[config.mk]
export PLATFORM = sky130hd
export DESIGN_NAME = zion_dat_read_seq
export DESIGN_NICKNAME = d
export VERILOG_FILES = /design/src/rtl/zion_dat_read_seq.sv
export SDC_FILE = /design/constraint.sdc
export NUM_CORES = 1
export LEC_CHECK = 0
export ABC_AREA = 1
export CAP_MARGIN = 20
export CORE_MARGIN = 2
export CORE_UTILIZATION = 25
export DETAILED_ROUTE_END_ITERATION = 12
export GPL_TIMING_DRIVEN = 0
export PLACE_DENSITY = 0.49
export SYNTH_ARGS = -nofsm -noshare
export SYNTH_HDL_FRONTEND = slang
export SYNTH_SLANG_ARGS = --single-unit
[constraint.sdc]
create_clock -name clk -period 1.5 [get_ports clk]
set_input_delay 0.3 -clock clk [delete_from_list [all_inputs] [get_ports clk]]
set_output_delay 0.3 -clock clk [all_outputs]
set_load 0.05 [all_outputs]
[src/rtl/zion_dat_read_seq.sv]
// Wide-to-narrow read sequencer: captures one wide word per request and streams
// a run of its segments over a valid/ready interface, wrapping the segment pointer.
module zion_dat_read_seq #(
  parameter  int WIDTH_DATA_IN  = 64,
  parameter  int WIDTH_DATA_OUT = 16,
  localparam int NUM_SEG        = WIDTH_DATA_IN / WIDTH_DATA_OUT,
  localparam int WIDTH_SEG      = $clog2(NUM_SEG)
) (
  input  logic                      clk,
  input  logic                      rst_n,
  input  logic                      iReqVld,
  output logic                      oReqRdy,
  input  logic [WIDTH_DATA_IN-1:0]  iReqDat,
  input  logic [WIDTH_SEG-1:0]      iReqStart,
  input  logic [WIDTH_SEG-1:0]      iReqLen,
  input  logic                      iAbort,
  output logic                      oDatVld,
  input  logic                      iDatRdy,
  output logic [WIDTH_DATA_OUT-1:0] oDat,
  output logic                      oDatLast,
  output logic [WIDTH_SEG-1:0]      oSegIdx,
  output logic                      oBusy
);

  localparam logic [WIDTH_SEG-1:0] LAST_SEG = WIDTH_SEG'(NUM_SEG - 1);

  typedef enum logic {ST_IDLE, ST_SEND} state_e;

  state_e                     state_q, state_d;
  logic [WIDTH_DATA_IN-1:0]   word_q, word_d;
  logic [WIDTH_SEG-1:0]       ptr_q, ptr_d;
  logic [WIDTH_SEG-1:0]       rem_q, rem_d;

  logic                       in_send;
  logic                       last_beat;
  logic                       req_fire;
  logic                       beat_fire;
  logic [WIDTH_DATA_OUT-1:0]  seg_arr [NUM_SEG];
  logic [WIDTH_DATA_OUT-1:0]  seg_sel;

  assign in_send   = (state_q == ST_SEND);
  assign last_beat = in_send && (rem_q == '0);
  assign req_fire  = iReqVld && oReqRdy;
  assign beat_fire = in_send && iDatRdy;

  genvar gi;
  generate
    for (gi = 0; gi < NUM_SEG; gi++) begin : g_seg
      assign seg_arr[gi] = word_q[gi*WIDTH_DATA_OUT +: WIDTH_DATA_OUT];
    end
  endgenerate

  // Compare-based mux so NUM_SEG need not be a power of two.
  always_comb begin
    seg_sel = '0;
    for (int k = 0; k < NUM_SEG; k++) begin
      if (ptr_q == WIDTH_SEG'(k)) seg_sel = seg_arr[k];
    end
  end

  always_ff @(posedge clk or negedge rst_n) begin
    if (!rst_n) begin
      state_q <= ST_IDLE;
      word_q  <= '0;
      ptr_q   <= '0;
      rem_q   <= '0;
    end else begin
      state_q <= state_d;
      word_q  <= word_d;
      ptr_q   <= ptr_d;
      rem_q   <= rem_d;
    end
  end

  always_comb begin
    state_d = state_q;
    if (iAbort) begin
      state_d = ST_IDLE;
    end else begin
      case (state_q)
        ST_IDLE: if (req_fire) state_d = ST_SEND;
        ST_SEND: if (beat_fire && last_beat && !req_fire) state_d = ST_IDLE;
        default: state_d = ST_IDLE;
      endcase
    end
  end

  // A request landing on the last beat reloads everything and keeps streaming.
  always_comb begin
    word_d = word_q;
    ptr_d  = ptr_q;
    rem_d  = rem_q;
    if (!iAbort) begin
      if (req_fire) begin
        word_d = iReqDat;
        ptr_d  = iReqStart;
        rem_d  = iReqLen;
      end else if (beat_fire && !last_beat) begin
        ptr_d = (ptr_q == LAST_SEG) ? '0 : ptr_q + WIDTH_SEG'(1);
        rem_d = rem_q - WIDTH_SEG'(1);
      end
    end
  end

  always_comb begin
    oDatVld  = in_send;
    oBusy    = in_send;
    oDatLast = last_beat;
    oSegIdx  = ptr_q;
    oDat     = in_send ? seg_sel : '0;
    oReqRdy  = rst_n && !iAbort && (in_send ? (iDatRdy && last_beat) : 1'b1);
  end

endmodule

# Word level (Yosys, flattened, before mapping)
# Cells that the tools add are included.
# word_totals
regBits	69
word_cells	43
input_bits	73
# op_classes
n_eq_ne	3
n_reduce_logical	17
bitwise_logic	2
muxes	15
n_addsub	2
# op_table
cell	count
two-way mux 16 bit	5
two-way mux 2 bit	5
logical AND 1 bit	9
equality test 2 bit, second input constant	2
zero test 2 bit	2
two-way mux 1 bit	4
AND reduction 2 bit	2
zero test 1 bit	3
adder 2 x 1 -> 2 bit, second input constant	1
equality test 2 x 1 -> 1 bit, second input constant	1
inverter 1 bit	2
one-hot mux 1 bit (2 select lines)	1
nonzero test 2 bit	1
subtractor 2 x 1 -> 2 bit, second input constant	1

# Longest topological paths before layout
# Gate-level depths: netlist (run 1).
# logic_depth
depth_word	11
ltp_mapped	10
mapped_depth_nobuf	8

# Worst setup path after synthesis (run 1)
# OpenSTA, ideal clock, no wires.
# synth_path
path_kind	register -> output
start	register ptr_q[0], in the netlist oSegIdx[0]
end	output port oDat[10]
required_ps	1200
stages_incl_launch_ff	8
n_path_buf	2
slack_ps	-1174
arrival_time_ps	2374
path_cell_list	dfrtp_1 inv_1 ha_1 buf_2 inv_1 buf_2 o211ai_1 a21oi_1
# synth_between
elab_chain_len	6
# synth_lines
item	line	rtl
from (decl)	31	logic [WIDTH_SEG-1:0] ptr_q, ptr_d;
from (signal assigned)	70	ptr_q <= ptr_d;
zero test 2 bit	57	if (ptr_q == WIDTH_SEG'(k)) seg_sel = seg_arr[k];
two-way mux 16 bit (3 in series)	57	
two-way mux 16 bit *	57	
two-way mux 16 bit *	110	oDat = in_send ? seg_sel : '0;
to (decl)	19	output logic [WIDTH_DATA_OUT-1:0] oDat,
# Mark *: on every way between the ends. The rest lies on a longest branch, timed or not.

# Final worst setup path (run 1)
# layout_path
start	register ptr_q[1], in the netlist oSegIdx[1]
end	output port oDat[1]
# Same word-level chain as after synthesis.

==> results of run 1 <==
==> synth_stat cells, drive strengths merged <==
master / instances
ha: 5
o21ai: 82
dfrtp: 69
clkbuf: 12
nand2: 108
nand3: 5
o211ai: 16
inv: 79
nor2: 11
nand4: 1
a21oi: 33
buf: 17
==> cell usage in the layout (no fill, tap or decap), drive strengths merged <==
cell	count
nand2	108
nand4	1
o21ai	82
nand3	5
buf	76
ha	5
clkinvlp	4
dfrtp	69
o211ai	16
clkbuf	25
clkdlybuf4s50	71
nor2	11
bufinv	2
a21oi	33
inv	78
==> worst max-delay path, delay by kind of cell (launching register included) <==
kind,cells,cell delay [ns]
AOI/OAI and AO/OA,2,0.34
adders and majority gates,1,0.19
buffers and inverters,3,0.41
DFF,1,0.46
and+or+nand+nor,2,0.11
==> power groups by stage <==
stage                     combinational (mW)  clock (mW)  sequential (mW)
after detailed placement                2.72           0             2.56
after CTS                               3.62        2.40             2.63
after floorplan                         1.83           0             2.55
after global routing                    4.10        2.49             2.76
final                                   3.83        2.38             2.71
after global placement                  2.68           0             2.54
==> final timing paths <==
| path | depth (start not counted) | start | to | slack, ns |
|---|---|---|---|---|
| max reg2reg | 11 | oBusy | word_q[9] | -0.20 |
| max in group asynchronous | 1 | rst_n | word_q[38] | 1.14 |
| max | 8 | oSegIdx[1] | oDat[1] | -0.64 |
| min in group clk | 2 | word_q[3] | word_q[3] | 0.49 |
| min | 1 | rst_n | word_q[10] | -0.08 |
| min reg2reg | 2 | word_q[3] | word_q[3] | 0.49 |
==> repair_timing <==
action                                  in CTS  in global routing
endpoints found under the hold margin       69                 26
buffers inserted                            28                  5
endpoints found under the setup margin      91                 91
gates resized for setup                    399                 94
cloned                                      17                  0
pin swaps                                   37                 13
==> kinds of logic after synthesis <==
logic type,after synthesis,synth area share
fa+ha+maj,5,0.0180
compound gates,131,0.207
flops,69,0.498
simple gates,125,0.143
buf+inv,108,0.134
==> cell type report <==
cell class                 instances  area, um2
clock buffer                      11        253
tap                              180        225
inverter                          79        323
multi-input combinational        261       2120
buffer                            25        398
timing repair buffer             136       1540
fill                            1316       7040
clock inverter                     5       82.6
sequential                        69       1730
==> metal layers <==
metal / global-route usage / routed length [um] / share of wire / vias to the layer above
met5: 0 / 0 / 0 / -
met4: 0.0338 / 102 / 0.0082 / 0
met3: 0.0304 / 507 / 0.041 / 12
met2: 0.304 / 6270 / 0.51 / 77
met1: 0.232 / 5500 / 0.44 / 1691
li1: - / - / - / 1675
==> registers in the layout (all words and copies together) (netlist names) <==
signal   count
oSegIdx      2
rem_q        2
word_q      64
oBusy        1
==> metrics by stage <==
stage | hold slack [ns] | util | cells
floorplan | 0.00441 | - | 438
global placement | 0.464 | 0.359 | 712
detailed placement | 0.470 | 0.359 | 712
CTS | -0.0366 | 0.471 | 769
global route | -0.0300 | 0.487 | 766
finish | -0.0813 | 0.487 | 766
==> impl_metrics.env, run 1 <==
export IMPL_run_status="complete, but fails checks"
export IMPL_violations="negative hold slack, negative setup slack"
export IMPL_chipHeight_um=122
export IMPL_crit_chain="inv_4 -> ha_4 -> buf_6 -> nand2_1 -> nand2_1 -> o211ai_1 -> a21oi_4 -> buf_6"
export IMPL_p_switching_mw=3.31
export IMPL_grt_overflow_total=0
export IMPL_irDropWorstVdd_uv=545
export IMPL_wl_um=12400
export IMPL_ys_ff_latch=69
export IMPL_firstDrtPassIters=4
export IMPL_cts_sinks=69
export IMPL_period_needed_ns=2.14
export IMPL_vias_per_cell=4.51
export IMPL_p_leak_nw=3.06
export IMPL_period_share=1.43
export IMPL_powerDensity_nw_per_um2=1330
export IMPL_fin_hold_ws_ns=-0.0813
export IMPL_layout_nets=659
export IMPL_antenna_found_initial=0
export IMPL_chipWidth_um=122
export IMPL_ant_nets=0
export IMPL_timing_final_max_slew_violations=0
export IMPL_vias=3455
export IMPL_drive_gt1_frac=0.485
export IMPL_setup_viol=87
export IMPL_switching_share=0.371
export IMPL_cts_path_max_buffers=2
export IMPL_place_ws_ns=-1.11
export IMPL_dr_first_iter_drc_count=135
export IMPL_start_kind="flop"
export IMPL_power_frac_clock=0.267
export IMPL_fin_area_um2=6680
export IMPL_slew_headroom=0.613
export IMPL_grt_pass1_wl_um=19800
export IMPL_ys_seq_area_frac=0.498
export IMPL_critPathMaxStageDelay_ns=0.46
export IMPL_dp_hpwl_um=8230
export IMPL_crit_fanout=5
export IMPL_fmax_mhz=466
export IMPL_syn_area_per_cell_um2=7.92
export IMPL_avgRoutedWirePerCell_um=16.2
export IMPL_gp_congestion=0.781
export IMPL_pwr_share_seq=0.304
export IMPL_cts_htree_levels=3
export IMPL_critical_path_class="reg2out"
export IMPL_grt_setup_unrepaired="yes"
export IMPL_drc=0
export IMPL_syn_area_um2=3470
export IMPL_cts_root_buf="clkbuf_16"
export IMPL_fin_total_pwr_mw=8.91
export IMPL_diodes=0
export IMPL_clk_pin_slew_ns=0.06
export IMPL_cp_slowest_cell="dfrtp_2"
export IMPL_clk_latency_ns=0.33
export IMPL_grt_max_degree=72
export IMPL_timing_final_ws_setup_ns=-0.644
export IMPL_arrival_ns=1.84
export IMPL_ioPinCount=95
export IMPL_synth_area_leaders="dfrtp_1 (50%), nand2_1 (11%), o21ai_0 (8.8%)"
export IMPL_area_delta_synth_final_pct=92.5
export IMPL_synthCells=438
export IMPL_rows=43
export IMPL_endpoint_kind="output pin"
export IMPL_ys_types=22
export IMPL_fin_skew_ns=0.00554
export IMPL_grt_pass1_vias=3853
export IMPL_fin_setup_tns_ns=-15.97
export IMPL_fp_dieArea_um2=14800
export IMPL_cts_tree="done"
export IMPL_core_area_um2=13700
export IMPL_port_buffers=94
export IMPL_synth_warnings=0
export IMPL_hold_viol=69
export IMPL_syn_num_nets=516
export IMPL_cp_data_required_time_ns=1.20
export IMPL_post_dp_cell_area_um2=4920
export IMPL_p_comb_frac=0.429
export IMPL_numCtsBuffers=9
export IMPL_grt_usage=0.176
export IMPL_maxCapViolations=0
export IMPL_min_path_type="in2async"
export IMPL_start_util=0.253
export IMPL_yosysTopAreaCell="dfrtp_1"
export IMPL_power_internal_mw=5.60
export IMPL_synth_top_area_share=0.498
export IMPL_worstMarginPinSlew_ns=0.580
(Power assumes the default switching activity.)
==> run 2, diff against run 1 <==
--- a/config.mk
+++ b/config.mk
@@ -12,6 +12,7 @@
 export DETAILED_ROUTE_END_ITERATION = 12
 export GPL_TIMING_DRIVEN = 0
 export PLACE_DENSITY = 0.49
+export REMOVE_ABC_BUFFERS = 1
 export SYNTH_ARGS = -nofsm -noshare
 export SYNTH_HDL_FRONTEND = slang
 export SYNTH_SLANG_ARGS = --single-unit
==> run 2 against run 1 <==
  * The run ends with negative setup slack left
  * Worst setup slack got worse by 0.053 ns
  * Critical path depth unchanged
  * Routed wire length increased by 9.4%
  * Utilization decreased by 3.3 points
  * Cell area decreased by 6.7%
  * Combinational power decreased by 11%
  * Maximum frequency decreased by 2.4%
  * Critical endpoint is now oDat[12]
  * First-iteration DRC count decreased by 5.2%
  * Clock skew decreased by 0.0012 ns
  * Flip-flop and latch count unchanged
  * Largest cell class unchanged
  * Global-route usage decreased by 2.2 points
  * Hold slack improved by 0.56 ns
==> impl_metrics.env, run 2 (same netlist as run 1, synthesis figures left out) <==
export IMPL_switching_share=0.363
export IMPL_port_buffers=94
export IMPL_chipHeight_um=122
export IMPL_top_register="word_q"
export IMPL_fp_dieArea_um2=14800
export IMPL_hold_end="word_q[31]"
export IMPL_firstDrtPassIters=4
export IMPL_layout_nets=658
export IMPL_dp_hpwl_um=5860
export IMPL_pwr_share_seq=0.326
export IMPL_p_comb_frac=0.421
export IMPL_mostFrequentLayoutCell="inv_1"
export IMPL_antenna_found_initial=0
export IMPL_cts_root_buf="clkbuf_16"
export IMPL_critical_path_class="reg2out"
export IMPL_cp_data_required_time_ns=1.20
export IMPL_start_util=0.253
export IMPL_gp_congestion=0.724
export IMPL_area_delta_synth_final_pct=79.6
export IMPL_core_area_um2=13700
export IMPL_numCtsBuffers=9
export IMPL_grt_pass1_wl_um=17000
export IMPL_start_kind="flop"
export IMPL_violations="negative setup slack"
export IMPL_drc=0
export IMPL_p_switching_mw=2.94
export IMPL_layout_common_cells="inv_1 (71), clkdlybuf4s50_1 (70), dfrtp_1 (66)"
export IMPL_power_frac_clock=0.253
export IMPL_fin_total_pwr_mw=8.08
export IMPL_power_internal_mw=5.14
export IMPL_fin_setup_tns_ns=-14.69
export IMPL_timing_final_ws_setup_ns=-0.696
export IMPL_vias_per_cell=4.61
export IMPL_endpoint_kind="output pin"
export IMPL_slew_headroom=0.491
export IMPL_worstHoldStart="word_q[31]"
export IMPL_wl_um=13500
export IMPL_grt_overflow_total=0
export IMPL_cts_tree="done"
export IMPL_timing_final_max_slew_violations=0
export IMPL_period_share=1.46
export IMPL_setup_viol=75
export IMPL_hold_viol=0
export IMPL_grt_pass1_vias=3192
export IMPL_reg2reg_depth=11
export IMPL_cts_sinks=69
export IMPL_irDropWorstVdd_uv=598
export IMPL_p_leak_nw=2.95
export IMPL_min_path_type="reg2reg"
export IMPL_powerDensity_nw_per_um2=1300
export IMPL_vias=3518
export IMPL_r2r_slack_ns=-0.10
export IMPL_crit_fanout=5
export IMPL_grt_usage=0.153
export IMPL_reg2reg_to="oSegIdx[0]"
export IMPL_fmax_mhz=455
export IMPL_ant_nets=0
export IMPL_cts_htree_levels=3
export IMPL_worstMarginPinSlew_ns=0.762
export IMPL_fin_skew_ns=0.00436
export IMPL_chipWidth_um=122
export IMPL_clk_pin_slew_ns=0.05
export IMPL_avgRoutedWirePerCell_um=17.7
export IMPL_grt_setup_unrepaired="yes"
export IMPL_rows=43
export IMPL_maxCapViolations=0
export IMPL_r2r_start="rem_q[0]"
export IMPL_run_status="complete, but fails checks"
export IMPL_ioPinCount=95
export IMPL_diodes=0
export IMPL_period_needed_ns=2.20
export IMPL_timing_hold_worst_path_depth=2
export IMPL_dr_first_iter_drc_count=128
export IMPL_dp_cells=685
export IMPL_clk_latency_ns=0.33
export IMPL_arrival_ns=1.90
export IMPL_layoutNonFillerInstCount=763
export IMPL_grt_max_degree=45
export IMPL_drive_gt1_frac=0.386
export IMPL_cts_path_max_buffers=2
export IMPL_largest_register_ffs=64
-- run 2: changes by cell type in the layout (fill, tap and decap cells not counted), sizes merged --
cell | before | now
buf | 76 | 71
clkbuf | 25 | 23
clkdlybuf4s50 | 71 | 70
dlygate4sd3 | 0 | 1
clkinv | 0 | 1
nand3 | 5 | 11
inv | 78 | 76
dlymetal6s2s | 0 | 1
bufinv | 2 | 0
-- run 2: area by class of cell --
type	instances	area [um2]
fill	1339	7490
multi-input combinational	267	1880
timing repair buffer	153	1790
sequential	69	1730
inverter	79	310
clock buffer	13	280
tap	180	225
timing repair inverter	1	7.51
clock inverter	1	5.00
-- run 2: per-stage QoR --
step	setup slack (ns)	area [um2]	hold slack, ns	utilization
floorplan	-1.53	3300	0.00441	-
global placement	-4.94	4470	0.465	0.325
detailed placement	-1.94	4520	0.295	0.329
CTS	-0.713	5190	0.484	0.378
global route	-0.783	6230	0.498	0.454
finish	-0.696	6230	0.483	0.454
-- run 2: worst max path at each step --
stage | start | slack [ns] | to | cells past startpoint
2_1_floorplan | oBusy | -1.53 | rem_q[0] | 4
3_5_place_dp | oSegIdx[0] | -1.94 | oDat[5] | 6
3_3_place_gp | rst_n | -4.94 | word_q[40] | 5
4_1_cts | oSegIdx[1] | -0.71 | oDat[15] | 7
6_report | oSegIdx[1] | -0.70 | oDat[12] | 8
5_1_grt | oSegIdx[1] | -0.78 | oDat[13] | 8
-- run 2: per-layer routing --
metal,global-route usage,part of all wire,vias up
li1,-,-,1683
met1,0.194,0.43,1712
met3,0.0281,0.048,17
met2,0.261,0.51,106
met5,0,0,-
met4,0.0560,0.013,0
-- run 2: critical path: stages, from the launching register on --
cell	delay, ns
dfrtp_2	0.45
inv_4	0.09
ha_4	0.17
clkinvlp_4	0.14
buf_6	0.16
nand2_2	0.06
o211ai_1	0.07
a21oi_1	0.19
buf_4	0.23
-- run 2: repair_timing --
action | in CTS | in global routing
hold endpoints to repair | 31 | 0
pin swaps | 6 | 20
cloned | 4 | 20
setup buffers | 24 | 14
resized for setup | 168 | 193
setup endpoints to repair | 91 | 87
hold buffers | 2 | 0
-- run 2: power groups by stage --
stage	clock, mW	sequential (mW)	combinational, mW
after floorplan	0	2.55	1.28
after global placement	0	2.52	2.12
after detailed placement	0	2.53	2.16
after CTS	2.09	2.52	2.80
after global routing	2.18	2.67	3.67
final	2.05	2.63	3.40
==> run 3, diff against run 2 <==
==> constraint.sdc (replaced) <==
create_clock -name clk -period 1.9 [get_ports clk]
set_input_delay 0.38 -clock clk [delete_from_list [all_inputs] [get_ports clk]]
set_output_delay 0.38 -clock clk [all_outputs]
set_load 0.05 [all_outputs]
==> run 3 against run 2 <==
  * The flow still finishes with violations (negative setup slack)
  * Utilization fell by 7.8 points
  * Sequential power is 24% lower
  * Power decreased by 29%
  * Final cell count fell by 4.7%
  * Die area unchanged
  * Highest routed layer unchanged
  * Cell area down 17%
  * Critical path type unchanged
  * Clock-buffer cell count unchanged
  * First-iteration DRC count up 26%
  * Register-to-register slack gained 0.30 ns
  * Via count shrank 10%
  * Non-clock buffer count down 32
  * Flip-flop and latch count stayed put
==> impl_metrics.env, run 3 (same netlist as run 1, synthesis figures left out) <==
export IMPL_pwr_share_seq=0.346
export IMPL_mostFrequentLayoutCell="nand2_1"
export IMPL_r2r_slack_ns=0.20
export IMPL_crit_top_cell="buf_4"
export IMPL_grt_overflow_total=0
export IMPL_min_path_type="in2async"
export IMPL_cp_data_required_time_ns=1.52
export IMPL_fp_dieArea_um2=14800
export IMPL_start_kind="flop"
export IMPL_cts_path_max_buffers=2
export IMPL_drive_gt1_frac=0.174
export IMPL_layout_nets=622
export IMPL_cts_root_buf="clkbuf_16"
export IMPL_chipWidth_um=122
export IMPL_chipHeight_um=122
export IMPL_antenna_found_initial=0
export IMPL_grt_max_degree=88
export IMPL_irDropWorstVdd_uv=448
export IMPL_critPathMaxStageDelay_ns=0.45
export IMPL_drc=0
export IMPL_cts_sinks=69
export IMPL_cts_htree_levels=3
export IMPL_violations="negative setup slack"
export IMPL_critical_path_class="reg2out"
export IMPL_path_buf_inv=4
export IMPL_grt_usage=0.143
export IMPL_layout_common_cells="nand2_1 (103), inv_1 (72), clkdlybuf4s50_1 (71)"
export IMPL_maxCapViolations=0
export IMPL_p_switching_mw=2.02
export IMPL_dp_hpwl_um=5860
export IMPL_ioPinCount=95
export IMPL_period_share=1.18
export IMPL_fin_skew_ns=0.00534
export IMPL_path_depth=7
export IMPL_fin_total_pwr_mw=5.77
export IMPL_period_needed_ns=2.25
export IMPL_reg2reg_depth=5
export IMPL_powerDensity_nw_per_um2=1120
export IMPL_start_util=0.253
export IMPL_arrival_ns=1.87
export IMPL_grt_pass1_wl_um=16000
export IMPL_grt_setup_unrepaired="yes"
export IMPL_clk_latency_ns=0.32
export IMPL_layoutNonFillerInstCount=727
export IMPL_p_leak_nw=2.51
export IMPL_fin_setup_tns_ns=-5.24
export IMPL_place_ws_ns=-1.62
export IMPL_vias_per_cell=4.33
export IMPL_dr_first_iter_drc_count=161
export IMPL_clk_pin_slew_ns=0.05
export IMPL_reg2reg_to="rem_q[1]"
export IMPL_cts_tree="done"
export IMPL_top_register="word_q"
export IMPL_run_status="complete, but fails checks"
export IMPL_avgRoutedWirePerCell_um=14.2
export IMPL_numCtsBuffers=9
export IMPL_r2r_start="oBusy"
export IMPL_switching_share=0.349
export IMPL_worstMarginPinSlew_ns=0.578
export IMPL_power_internal_mw=3.76
export IMPL_cp_slowest_cell="dfrtp_2"
export IMPL_path_delay_family="buffers and inverters"
export IMPL_setup_viol=16
export IMPL_port_buffers=94
export IMPL_power_frac_clock=0.277
export IMPL_fmax_mhz=445
export IMPL_crit_fanout=7
export IMPL_rows=43
export IMPL_grt_pass1_vias=3060
export IMPL_slew_headroom=0.614
export IMPL_p_comb_frac=0.377
export IMPL_diodes=0
export IMPL_timing_final_ws_setup_ns=-0.349
export IMPL_endpoint_kind="output pin"
export IMPL_dp_cells=685
export IMPL_wl_um=10300
export IMPL_timing_final_max_slew_violations=0
export IMPL_crit_chain="inv_4 -> ha_4 -> clkinvlp_4 -> buf_4 -> o211ai_1 -> a21oi_1 -> buf_4"
export IMPL_gp_congestion=0.724
export IMPL_core_area_um2=13700
export IMPL_ant_nets=0
export IMPL_hold_viol=0
export IMPL_area_delta_synth_final_pct=48.6
export IMPL_vias=3150
export IMPL_largest_register_ffs=64
export IMPL_firstDrtPassIters=4
[run 3: cell count changes in the layout (fill, tap and decap cells not counted), sizes merged, moves of 2 or more]
cell and change:
buf -26, clkbuf -8, nand3 -4, clkdlybuf4s15 +2
[run 3: final cells by class]
class	instances	area, um2
Timing Repair Buffer	121	1210
Inverter	79	310
Timing Repair inverter	1	7.51
Fill cell	1413	8560
Sequential cell	69	1730
Multi-Input combinational cell	263	1390
Clock inverter	1	5.00
Tap cell	180	225
Clock buffer	13	280
[run 3: how the worst max path moves through the flow]
stage                          start          to  slack (ns)
after CTS                 oSegIdx[1]    oDat[15]       -0.39
after global routing      oSegIdx[1]    oDat[13]       -0.45
after detailed placement  oSegIdx[0]     oDat[5]       -1.62
after global placement         rst_n  word_q[40]       -4.62
final                     oSegIdx[1]     oDat[7]       -0.35
after floorplan                oBusy    rem_q[0]       -1.13
[run 3: per-layer routing]
metal	routed length [um]	track usage
met5	0	0
met4	208	0.0560
met3	510	0.0281
met2	4860	0.236
met1	4730	0.185
[run 3: metrics by stage]
stage	cell area, um2	utilization	hold WS [ns]
after global routing	5150	0.376	0.0477
after global placement	4470	0.325	0.465
after detailed placement	4520	0.329	0.375
final	5150	0.376	0.0348
after floorplan	3300	-	0.0844
after CTS	5100	0.371	0.0420
[run 3: repair_timing]
action                                  in CTS  in global routing
gates cloned                                 2                  1
gates resized for setup                    138                 15
buffers inserted                            22                  2
endpoints found under the hold margin       31                  0
endpoints found under the setup margin      66                 66
pin swaps                                    5                  9
hold buffers                                 1                  0
[run 3: power groups by stage]
stage	logic [mW]	registers, mW	clock network [mW]
finish	2.18	2.00	1.60
global route	2.40	2.04	1.73
CTS	2.14	1.99	1.65
detailed placement	1.71	2.00	0
global placement	1.67	1.99	0
floorplan	1.01	2.02	0
